### src/rtl/elm_mult_pkg.sv
// ----------------------------------------------------------------------------
// elm_mult_pkg
// Shared definitions for the ELM hidden-layer shift-and-add multiplier.
//   - default operand widths (multiplicand N, multiplier M)
//   - controller state encoding and the enum built on it
//   - helper that sizes the iteration counter
// ----------------------------------------------------------------------------
package elm_mult_pkg;

   localparam int DEFAULT_N = 16;
   localparam int DEFAULT_M = 16;

   localparam logic [1:0] ST_IDLE = 2'd0;
   localparam logic [1:0] ST_ITER = 2'd1;
   localparam logic [1:0] ST_DONE = 2'd2;

   typedef enum logic [1:0] {
      IDLE = ST_IDLE,
      ITER = ST_ITER,
      DONE = ST_DONE
   } state_e;

   // The counter must be able to hold every value 0..M without wrapping.
   function automatic int cnt_width(input int m);
      return (m < 1) ? 1 : $clog2(m + 1);
   endfunction

endpackage

### src/rtl/add_sel_mux.sv
// ----------------------------------------------------------------------------
// add_sel_mux
// W-bit 2:1 sum-select mux for one shift-and-add iteration.
//   sum_in  : {0,A}+{0,B}, the adder result including its carry bit
//   pass_in : {0,A}, the accumulator with no addition
//   sel     : current multiplier LSB Q[0]; 1 selects sum_in
//   y       : selected partial sum
// ----------------------------------------------------------------------------
module add_sel_mux #(
   parameter int W = 17
) (
   input  logic [W-1:0] sum_in,
   input  logic [W-1:0] pass_in,
   input  logic         sel,
   output logic [W-1:0] y
);

   assign y = sel ? sum_in : pass_in;

endmodule

### src/rtl/shift_add_mult_ctrl.sv
// ----------------------------------------------------------------------------
// shift_add_mult_ctrl
// Sequential unsigned shift-and-add multiplier: one multiplier bit per clock,
// a single shared N-bit adder, start/valid handshake.
//   clk, rst_n   : rising-edge clock, asynchronous active-low reset
//   start        : request, accepted only while ready is high
//   multiplicand : operand B (N bits), sampled on the accept edge
//   multiplier   : operand Q (M bits), sampled on the accept edge
//   ready        : high in IDLE and DONE
//   busy         : high while iterating
//   valid        : one-cycle pulse in DONE
//   product      : registered N+M-bit result, held until the next result
// ----------------------------------------------------------------------------
module shift_add_mult_ctrl
   import elm_mult_pkg::*;
#(
   parameter int N = DEFAULT_N,
   parameter int M = DEFAULT_M
) (
   input  logic             clk,
   input  logic             rst_n,
   input  logic             start,
   input  logic [N-1:0]     multiplicand,
   input  logic [M-1:0]     multiplier,
   output logic             ready,
   output logic             busy,
   output logic             valid,
   output logic [N+M-1:0]   product
);

   localparam int CW = cnt_width(M);

   state_e           state_q, state_d;
   logic [N-1:0]     a_q, a_d;
   logic [N-1:0]     b_q, b_d;
   logic [M-1:0]     q_q, q_d;
   logic [CW-1:0]    cnt_q, cnt_d;
   logic [N+M-1:0]   product_q, product_d;

   logic [N:0]       add_full;
   logic [N:0]       sum;
   logic             accept;
   logic             last_iter;

   // The one shared adder; its carry lands in bit N and is shifted back into A.
   assign add_full = {1'b0, a_q} + {1'b0, b_q};

   add_sel_mux #(
      .W (N + 1)
   ) u_add_sel_mux (
      .sum_in  (add_full),
      .pass_in ({1'b0, a_q}),
      .sel     (q_q[0]),
      .y       (sum)
   );

   assign accept    = start && ((state_q == IDLE) || (state_q == DONE));
   assign last_iter = (cnt_q == CW'(M - 1));

   // Next-state and datapath update. A start seen in DONE reloads exactly as
   // from IDLE so back-to-back runs lose no cycle.
   always_comb begin
      state_d   = state_q;
      a_d       = a_q;
      b_d       = b_q;
      q_d       = q_q;
      cnt_d     = cnt_q;
      product_d = product_q;

      case (state_q)
         ITER: begin
            a_d   = sum[N:1];
            q_d   = {sum[0], q_q[M-1:1]};
            cnt_d = cnt_q + CW'(1);
            if (last_iter) begin
               product_d = {sum[N:1], sum[0], q_q[M-1:1]};
               state_d   = DONE;
            end
         end
         DONE: begin
            state_d = IDLE;
         end
         default: begin
            state_d = IDLE;
         end
      endcase

      if (accept) begin
         a_d     = '0;
         b_d     = multiplicand;
         q_d     = multiplier;
         cnt_d   = '0;
         state_d = ITER;
      end
   end

   // State and datapath registers; reset aborts any run in progress.
   always_ff @(posedge clk or negedge rst_n) begin
      if (!rst_n) begin
         state_q   <= IDLE;
         a_q       <= '0;
         b_q       <= '0;
         q_q       <= '0;
         cnt_q     <= '0;
         product_q <= '0;
      end else begin
         state_q   <= state_d;
         a_q       <= a_d;
         b_q       <= b_d;
         q_q       <= q_d;
         cnt_q     <= cnt_d;
         product_q <= product_d;
      end
   end

   assign ready   = (state_q == IDLE) || (state_q == DONE);
   assign busy    = (state_q == ITER);
   assign valid   = (state_q == DONE);
   assign product = product_q;

endmodule
### config.mk
export PLATFORM = sky130hd
export DESIGN_NAME = shift_add_mult_ctrl
export DESIGN_NICKNAME = d
export VERILOG_FILES = /design/src/rtl/elm_mult_pkg.sv /design/src/rtl/add_sel_mux.sv /design/src/rtl/shift_add_mult_ctrl.sv
export SDC_FILE = /design/constraint.sdc
export NUM_CORES = 1
export LEC_CHECK = 0
export BUFFER_PORTS_ARGS = -buffer_cell sky130_fd_sc_hd__buf_2
export CAP_MARGIN = 30
export CORE_ASPECT_RATIO = 0.6
export CORE_MARGIN = 3
export CORE_UTILIZATION = 57
export DETAILED_ROUTE_END_ITERATION = 6
export PLACE_DENSITY = 0.8
export SETUP_SLACK_MARGIN = 0.02
export SLEW_MARGIN = 20
export SYNTH_ARGS = -nofsm -noshare
export SYNTH_HDL_FRONTEND = slang
export SYNTH_SLANG_ARGS = --single-unit
export TNS_END_PERCENT = 30
### constraint.sdc
create_clock -name clk -period 2.9 [get_ports clk]
set_input_delay 0.29 -clock clk [delete_from_list [all_inputs] [get_ports clk]]
set_output_delay 0.29 -clock clk [all_outputs]
set_load 0.02 [all_outputs]
==> results.toml, run 1 <==
[outcome]
run_status = "complete, no violations"

[worst_setup_path]
critical_r2r_launch = "a_q[0]$_DFFE_PN0P_"
cp-end-kind = "flop"
worst_r2r_endpoint = "product[29]$_DFFE_PN0P_"
critical_path.cell_chain = "ha_1, fa_1, a211oi_1, nor2_1, o21ai_2, a31oi_1, or3_1, a31oi_1, o21ai_1"
critical-path-top-delay-family = "compound AO/OA/AOI/OAI gates"
worst_path_most_repeated_cell = "sky130_fd_sc_hd__a31oi_1"
timing.critical_path.slowest_cell_delay_ns = 0.42
critPathArrivalTime_ns = 2.78
kind_of_start_point_of_the_critical_path = "flop"
critical_path_buf_inv_count = 0
crit_cells = 9
worst-r2r-cell-count = 9
library_cell_contributing_the_largest_single_delay_on_the_critical_path = "sky130_fd_sc_hd__fa_1"
required_ns = 3.11
timing.reg2reg.setup_slack_ns = 0.34
path_max_fanout = 3
critical_setup_path_class = "reg2reg"

[drt]
dr.pass1.iters = 7
drt-initial-drc-count = 334
routedWlPerCell_um = 15.7
route.detailed.drc = 0
drt_wl_total_um = 10300
routed_via_density = 5.59
route.antenna.remaining_nets = 0
vias = 3689

[yosys]
postSynth.topFlopCell = "sky130_fd_sc_hd__dfrtp_1"
yosysWarningCount = 0
postSynthAreaPerCell_um2 = 8.95
post_synth_num_cell_types = 47
synth_simple_gate_area_share_pct = 21.3
synth_top_family_by_area = "simple AND/OR/NAND/NOR gates"
muxShareOfSynthArea_pct = 2.29
synth_cells = 488
postSynthRegisterBits = 87
synth_compound_gate_area_share_pct = 16.3
synth-xor-area-share_pct = 1.61
ys_seq_area_share_pct = 49.9
synth_edf_count = 0
synth_nets = 542
post_synthesis_adder_cell_area_fraction_pct = 5.62
ys_async_sr_fraction_pct = 100
netlist_area_um2 = 4370

[global_routing]
grt_antenna_before_repair = 0
globalRouteOverflowTotal = 0
global_route_wire_length_before_repair_um = 17400
first_global_vias = 3549
aggregate_global_route_resource_usage_pct = 25.4
grt_start_max_net_pins = 45

[cts]
cts.clk_slew.worst_paths_ns = 0.06
numCtsBuffers = 9
max_buffers_root_to_sink = 2
clock_sinks = 87
clk_latency_ns = 0.34
cts_tree = "done"
postCtsSetupRepairBufs = 0
postCtsResizedCells = 0
hold_buffers = 1
cts-root-buf = "sky130_fd_sc_hd__clkbuf_16"
cts_max_level = 3

[timing]
timing.clock.skew_ns = 0.00449
finalCriticalPeriod_ns = 2.56
final_max_slew_viol_count = 0
setup_violations = 0
totalNegativeSetupSlack_ns = 0
rsz0062_at_grt = "no"
postLayoutSetupSlackWorst_ns = 0.335
timing_worst_slew_pin_value_ns = 0.610
timing.final.hold_violations = 0
max_clock_freq_ghz = 0.390
slew_headroom_pct = 59.3
fin_worst_hold_slack_ns = 0.130
post-route-period-util_pct = 88.4

[finish]
nNetsFinal = 605
final_cells = 660
layout.filler_cells = 600
final_layout_size_suffix_gt1_share_pct = 18.5
antenna_cells = 0
postLayoutCellArea_um2 = 5110
area_growth_pct = 17.1

[die]
ioPinCount = 70
vert_die_dim_um = 73.8
floorplan.rows = 24
die_width_um = 119
design.die.area_um2 = 8780
core-area_um2 = 7360
effective_utilization_at_floorplan_pct = 59.3

[worst_hold_path]
hold_depth = 3
timing.hold.worst.start = "multiplicand[14]"
hold_path.class = "in2reg"
min_delay_worst_endpoint = "b_q[14]$_DFFE_PN0P_"

[power_and_ir_drop]
power_per_cell_area_nw_per_um2 = 1260
power.leakage_uw = 0.00262
worst_ir_drop_vdd_mv = 0.502

[job]
drv_cap = 0

[placement]
globalplace.congestion = 0.897
dp_slack_ns = 0.348
numPortBuffers = 69
place.detailed.instances = 643
dp_hpwl_um = 7170
placement.cell_area_um2 = 4820
[through the flow]
stage                     util, %  total power [uW]
after floorplan                 -              4400
after global placement       65.3              5100
after detailed placement     65.5              5240
after CTS                    69.5              6420
after global routing         69.5              6940
final                        69.5              6420
[routing by layer]
layer,up-vias,part of all wire [%],global-route usage [%]
met2,131,42,37.2
li1,1789,-,-
met1,1760,50,36.7
met5,-,0,0
met3,9,6.7,8.00
met4,0,1.0,6.80
[Yosys cell counts (6+ instances only)]
master                     count  area (um^2)
sky130_fd_sc_hd__nand2_1     162          608
sky130_fd_sc_hd__dfrtp_1      87         2180
sky130_fd_sc_hd__clkbuf_1     23         86.3
sky130_fd_sc_hd__o21ai_1      22          110
sky130_fd_sc_hd__o21ai_0      21          105
sky130_fd_sc_hd__ha_1         18          225
sky130_fd_sc_hd__nor2_1       18         67.6
sky130_fd_sc_hd__a21oi_1      15         75.1
sky130_fd_sc_hd__a22oi_1      15          113
sky130_fd_sc_hd__mux2i_1      10          100
sky130_fd_sc_hd__nand3_1      10         50.1
sky130_fd_sc_hd__nor3_1        6         30.0
sky130_fd_sc_hd__o31ai_1       6         45.0
[sequential cells by signal (all words and copies together) (netlist names)]
register / count
a_q: 16
b_q: 16
cnt_q: 5
product: 32
q_q: 16
state_q: 2
[final cells by class]
class                           count  area, um^2  share of cell area, %
Sequential cell                    87        2180                   42.6
Inverter                            7        26.3                  0.514
Tap cell                          104         130                   2.55
Timing Repair Buffer               79         429                   8.39
Clock inverter                      3        43.8                  0.857
Multi-Input combinational cell    367        2070                   40.4
Clock buffer                       13         240                   4.70
[kinds of logic (layout without fill, tap and decap cells)]
| family | after synthesis | in the layout |
|---|---|---|
| buf+inv | 34 | 102 |
| flops | 87 | 87 |
| mux | 10 | 10 |
| xor+xnor | 8 | 8 |
| simple gates | 221 | 221 |
| compound gates | 109 | 109 |
| fa+ha+maj | 19 | 19 |
[layout by cell type (no fill, tap or decap), types with 6 or more instances in the layout]
cell                        count
sky130_fd_sc_hd__mux2i_1       10
sky130_fd_sc_hd__dfrtp_1       87
sky130_fd_sc_hd__buf_2         68
sky130_fd_sc_hd__a21oi_1       15
sky130_fd_sc_hd__nor3_1         6
sky130_fd_sc_hd__nand3_1       10
sky130_fd_sc_hd__nand2_1      161
sky130_fd_sc_hd__buf_4          9
sky130_fd_sc_hd__o31ai_1        6
sky130_fd_sc_hd__o21ai_0       21
sky130_fd_sc_hd__ha_1          18
sky130_fd_sc_hd__nor2_1        17
sky130_fd_sc_hd__a22oi_1       15
sky130_fd_sc_hd__clkbuf_16      9
sky130_fd_sc_hd__o21ai_1       22
[worst max path at each step]
stage | from | endpoint
2_1_floorplan | a_q[0]$_DFFE_PN0P_ | product[29]$_DFFE_PN0P_
3_3_place_gp | a_q[0]$_DFFE_PN0P_ | product[29]$_DFFE_PN0P_
3_5_place_dp | a_q[0]$_DFFE_PN0P_ | product[29]$_DFFE_PN0P_
4_1_cts | a_q[0]$_DFFE_PN0P_ | product[29]$_DFFE_PN0P_
5_1_grt | a_q[0]$_DFFE_PN0P_ | product[29]$_DFFE_PN0P_
6_report | a_q[0]$_DFFE_PN0P_ | product[29]$_DFFE_PN0P_
[tightest hold or removal path, stage by stage]
cell and delay [ns]:
sky130_fd_sc_hd__buf_2 0.07, sky130_fd_sc_hd__nand2_1 0.04, sky130_fd_sc_hd__nand2_1 0.04
[report_power, final]
part	leakage, uW	total, uW	switching (uW)	internal [uW]
Combinational	0.00138	3170	1980	1190
Clock	0.000138	1120	453	669
Sequential	0.00111	2130	370	1760
Total	0.00262	6420	2800	3620
Note: power is estimated with default switching activity, not from simulation.
==> inputs of run 2 (changes only) <==
CORE_UTILIZATION = 40   (was 57)
PLACE_DENSITY = default   (was 0.8)
==> results.toml, run 2 (synthesized netlist as in run 1, its figures left out) <==
[worst_setup_path]
timing.reg2reg.setup_slack_ns = 0.29
critical_r2r_launch = "a_q[0]$_DFFE_PN0P_"
library_cell_contributing_the_largest_single_delay_on_the_critical_path = "sky130_fd_sc_hd__fa_1"
path_max_fanout = 3
critical_path.cell_chain = "ha_1, fa_1, a211oi_1, nor2_1, o21ai_2, a31oi_1, or3_1, a31oi_1, o21ai_1"
worst-r2r-cell-count = 9
critical_setup_path_class = "reg2reg"
cp-end-kind = "flop"
worst_path_most_repeated_cell = "sky130_fd_sc_hd__a31oi_1"
required_ns = 3.12
timing.critical_path.slowest_cell_delay_ns = 0.43
critPathArrivalTime_ns = 2.82
kind_of_start_point_of_the_critical_path = "flop"
worst_r2r_endpoint = "product[29]$_DFFE_PN0P_"

[global_routing]
aggregate_global_route_resource_usage_pct = 18.8
grt_start_max_net_pins = 54
first_global_vias = 3517
globalRouteOverflowTotal = 0
grt_antenna_before_repair = 0
global_route_wire_length_before_repair_um = 18200

[drt]
dr.pass1.iters = 5
route.detailed.drc = 0
drt-initial-drc-count = 237
route.antenna.remaining_nets = 0
routedWlPerCell_um = 15.6
vias = 3619
routed_via_density = 5.24
drt_wl_total_um = 10800

[die]
floorplan.rows = 28
effective_utilization_at_floorplan_pct = 42.7
core-area_um2 = 10200
ioPinCount = 70
vert_die_dim_um = 86.9
design.die.area_um2 = 12200
die_width_um = 141

[placement]
globalplace.congestion = 0.872
dp_hpwl_um = 7670
place.detailed.instances = 675
dp_slack_ns = 0.289
numPortBuffers = 69

[finish]
final_layout_size_suffix_gt1_share_pct = 18.9
mostFrequentLayoutCell = "sky130_fd_sc_hd__nand2_1"
area_growth_pct = 17.7
antenna_cells = 0
nNetsFinal = 605
final_cells = 691
final_cell_mix = "sky130_fd_sc_hd__nand2_1, sky130_fd_sc_hd__dfrtp_1, sky130_fd_sc_hd__buf_2, sky130_fd_sc_hd__o21ai_1, sky130_fd_sc_hd__o21ai_0"
number_of_flip_flops_under_the_largest_register_name = 32

[timing]
timing.final.hold_violations = 12
totalNegativeSetupSlack_ns = 0
final_max_slew_viol_count = 0
slew_headroom_pct = 54.8
timing.clock.skew_ns = 0.00446
fin_worst_hold_slack_ns = -0.0184
finalCriticalPeriod_ns = 2.61
post-route-period-util_pct = 89.9
max_clock_freq_ghz = 0.384
setup_violations = 0
postLayoutSetupSlackWorst_ns = 0.294
rsz0062_at_grt = "no"
timing_worst_slew_pin_value_ns = 0.678

[outcome]
violations_in_the_final_reports = "negative hold slack"
run_status = "finished with violations"

[cts]
max_buffers_root_to_sink = 2
hold_buffers = 0
cts_tree = "done"
clock_sinks = 87
postCtsSetupRepairBufs = 0
cts_max_level = 3
cts-root-buf = "sky130_fd_sc_hd__clkbuf_16"
clk_latency_ns = 0.34
numCtsBuffers = 9
cts.clk_slew.worst_paths_ns = 0.06
postCtsResizedCells = 0

[worst_hold_path]
hold_path.class = "in2async"

[job]
drv_cap = 0

[power_and_ir_drop]
worst_ir_drop_vdd_mv = 0.428
totalPowerFinal_uw = 6350
power_per_cell_area_nw_per_um2 = 1240
power.leakage_uw = 0.00261
-- run 2: cell count changes in the layout (fill, tap and decap cells not counted), sizes merged --
cell / delta
dlygate4sd3: -1
clkinvlp: +2
buf: +1
clkinv: -2
bufinv: -1
clkbuf: +1
-- run 2: report_power, final --
group          internal (uW)  leakage [uW]  switching (uW)
Combinational           1190       0.00137            1940
Sequential              1760       0.00111             370
Clock                    629      0.000129             472
-- run 2: cell type report --
class	instances	area, um^2
clock buffer	14	264
inverter	7	26.3
clock inverter	2	15.0
multi-input combinational	367	2070
tap	135	169
sequential	87	2180
fill	1008	5090
timing repair buffer	79	423
-- run 2: metal layers --
metal  global-route usage (%)  part of all wire [%]  up-vias
li1                         -                     -     1791
met1                     28.2                    53     1732
met2                     26.6                    41       86
met3                     6.14                   5.4       10
met4                     3.61                  0.90        0
met5                        0                     0        -
-- run 2: through the flow --
stage,utilization (%),cell area [um^2],hold WS (ns)
2_1_floorplan,-,4370,-0.00559
3_3_place_gp,47.5,4860,0.368
3_5_place_dp,47.5,4860,0.379
4_1_cts,50.2,5140,0.0104
5_1_grt,50.2,5140,0.0161
6_report,50.2,5140,-0.0184
-- run 2: critical path: cells and delay by family, from the launching register on --
family | cells | cell delay, ns
compound gates | 5 | 1.00
fa+ha+maj | 2 | 0.67
flops | 1 | 0.40
simple gates | 2 | 0.43
-- run 2: how the worst max path moves through the flow --
stage,from,depth (start not counted),slack [ns],end
global placement,a_q[0]$_DFFE_PN0P_,9,0.34,a_q[13]$_DFFE_PN0P_
floorplan,a_q[0]$_DFFE_PN0P_,9,0.52,product[29]$_DFFE_PN0P_
global route,a_q[0]$_DFFE_PN0P_,9,0.15,product[29]$_DFFE_PN0P_
finish,a_q[0]$_DFFE_PN0P_,9,0.29,product[29]$_DFFE_PN0P_
detailed placement,a_q[0]$_DFFE_PN0P_,9,0.29,product[29]$_DFFE_PN0P_
CTS,a_q[0]$_DFFE_PN0P_,9,0.28,product[29]$_DFFE_PN0P_
==> inputs of run 3 (changes only) <==
CORE_ASPECT_RATIO = 0.7   (was 0.6)
RECOVER_POWER = 25   (was default)
==> results.toml, run 3 (synthesized netlist as in run 1, its figures left out) <==
[placement]
place.detailed.instances = 672
numPortBuffers = 69
globalplace.congestion = 0.867
dp_hpwl_um = 7340
dp_slack_ns = 0.229

[worst_setup_path]
library_cell_contributing_the_largest_single_delay_on_the_critical_path = "sky130_fd_sc_hd__fa_1"
timing.critical_path.slowest_cell_delay_ns = 0.42
critical_setup_path_class = "reg2reg"
critical_path.cell_chain = "ha_1, fa_1, a211oi_1, nor2_1, o21ai_2, a31oi_1, or3_1, a31oi_1, o21ai_1"
path_max_fanout = 3
required_ns = 3.11
worst_path_most_repeated_cell = "sky130_fd_sc_hd__a31oi_1"
critical_path_buf_inv_count = 0
cp-end-kind = "flop"
critical-path-top-delay-family = "compound AO/OA/AOI/OAI gates"
kind_of_start_point_of_the_critical_path = "flop"
critPathArrivalTime_ns = 2.87

[finish]
final_cell_mix = "sky130_fd_sc_hd__nand2_1, sky130_fd_sc_hd__dfrtp_1, sky130_fd_sc_hd__buf_2, sky130_fd_sc_hd__o21ai_1, sky130_fd_sc_hd__o21ai_0"
seq_area_um2 = 2180
area_growth_pct = 17.8
number_of_flip_flops_under_the_largest_register_name = 32
multi_input_area_um2 = 2070
mostFrequentLayoutCell = "sky130_fd_sc_hd__nand2_1"
layout.filler_cells = 1036
nNetsFinal = 605
final_layout_size_suffix_gt1_share_pct = 19.2
final_cells = 688
antenna_cells = 0

[cts]
hold_buffers = 0
cts-root-buf = "sky130_fd_sc_hd__clkbuf_16"
cts_tree = "done"
cts_max_level = 3
cts.clk_slew.worst_paths_ns = 0.07
postCtsSetupRepairBufs = 0
postCtsResizedCells = 0
max_buffers_root_to_sink = 2
numCtsBuffers = 9
clock_sinks = 87
clk_latency_ns = 0.34

[die]
effective_utilization_at_floorplan_pct = 41.7
ioPinCount = 70
design.die.area_um2 = 12200
vert_die_dim_um = 93.4
floorplan.rows = 31
die_width_um = 131
core-area_um2 = 10500

[drt]
metal1_wirelength_um = 5390
routedWlPerCell_um = 15.0
routed_via_density = 5.20
drt-initial-drc-count = 268
dr.pass1.iters = 5
met2_length_um = 4250
top_signal_layer_used = "met4"
route.detailed.drc = 0
route.antenna.remaining_nets = 0
met3RoutedLength_um = 598
drt_wl_total_um = 10300
vias = 3578

[timing]
setup_violations = 0
rsz0062_at_grt = "no"
final_max_slew_viol_count = 0
slew_headroom_pct = 12.4
totalNegativeSetupSlack_ns = 0
max_clock_freq_ghz = 0.376
timing.clock.skew_ns = 0.00697
finalCriticalPeriod_ns = 2.66
post-route-period-util_pct = 91.7
postLayoutSetupSlackWorst_ns = 0.240
timing.final.hold_violations = 0
timing_worst_slew_pin_value_ns = 1.31

[global_routing]
first_global_vias = 3369
grt_start_max_net_pins = 55
grt_antenna_before_repair = 0
global_route_wire_length_before_repair_um = 17300
aggregate_global_route_resource_usage_pct = 17.9
globalRouteOverflowTotal = 0

[power_and_ir_drop]
power_per_cell_area_nw_per_um2 = 1230
power.leakage_uw = 0.00262
worst_ir_drop_vdd_mv = 0.412
totalPowerFinal_uw = 6330

[outcome]
run_status = "complete, no violations"

[worst_hold_path]
hold_path.class = "in2reg"

[job]
drv_cap = 0
[run 3: stage by stage]
step | area [um^2] | hold WS (ns) | util (%)
6_report | 5140 | 0.141 | 49.1
5_1_grt | 5140 | 0.135 | 49.1
4_1_cts | 5140 | 0.0149 | 49.1
3_5_place_dp | 4860 | 0.380 | 46.4
3_3_place_gp | 4860 | 0.373 | 46.4
2_1_floorplan | 4370 | -0.00559 | -
[run 3: tightest hold or removal path, cell delays in order]
cell and delay, ns:
sky130_fd_sc_hd__buf_2 0.07, sky130_fd_sc_hd__nand2_1 0.04, sky130_fd_sc_hd__nand2_1 0.04
[run 3: final cells by class]
cell class	instances	area share (%)
inverter	7	0.511
clock inverter	4	0.584
multi-input combinational	367	40.2
sequential	87	42.3
clock buffer	12	4.99
tap	132	3.21
timing repair buffer	79	8.18
[run 3: path summary, 6_finish.rpt]
| path | startpoint | to | slack [ns] | cells past startpoint |
|---|---|---|---|---|
| min in group asynchronous | rst_n | product[2]$_DFFE_PN0P_ | 0.23 | 1 |
| setup reg to reg | a_q[0]$_DFFE_PN0P_ | a_q[13]$_DFFE_PN0P_ | 0.24 | 9 |
| hold / removal | multiplicand[2] | b_q[2]$_DFFE_PN0P_ | 0.14 | 3 |
| setup / recovery | a_q[0]$_DFFE_PN0P_ | a_q[13]$_DFFE_PN0P_ | 0.24 | 9 |
| max in group asynchronous | rst_n | product[9]$_DFFE_PN0P_ | 1.71 | 2 |
| hold reg to reg | product[9]$_DFFE_PN0P_ | product[9]$_DFFE_PN0P_ | 0.47 | 2 |
[run 3: routing by layer]
layer,global-route usage [%],up-vias
met1,27.8,1690
met2,24.8,87
li1,-,1793
met5,0,-
met3,4.51,8
met4,4.54,0
[run 3: power by group]
group / switching, uW / internal (uW)
Combinational: 1930 / 1190
Clock: 474 / 629
Sequential: 359 / 1760
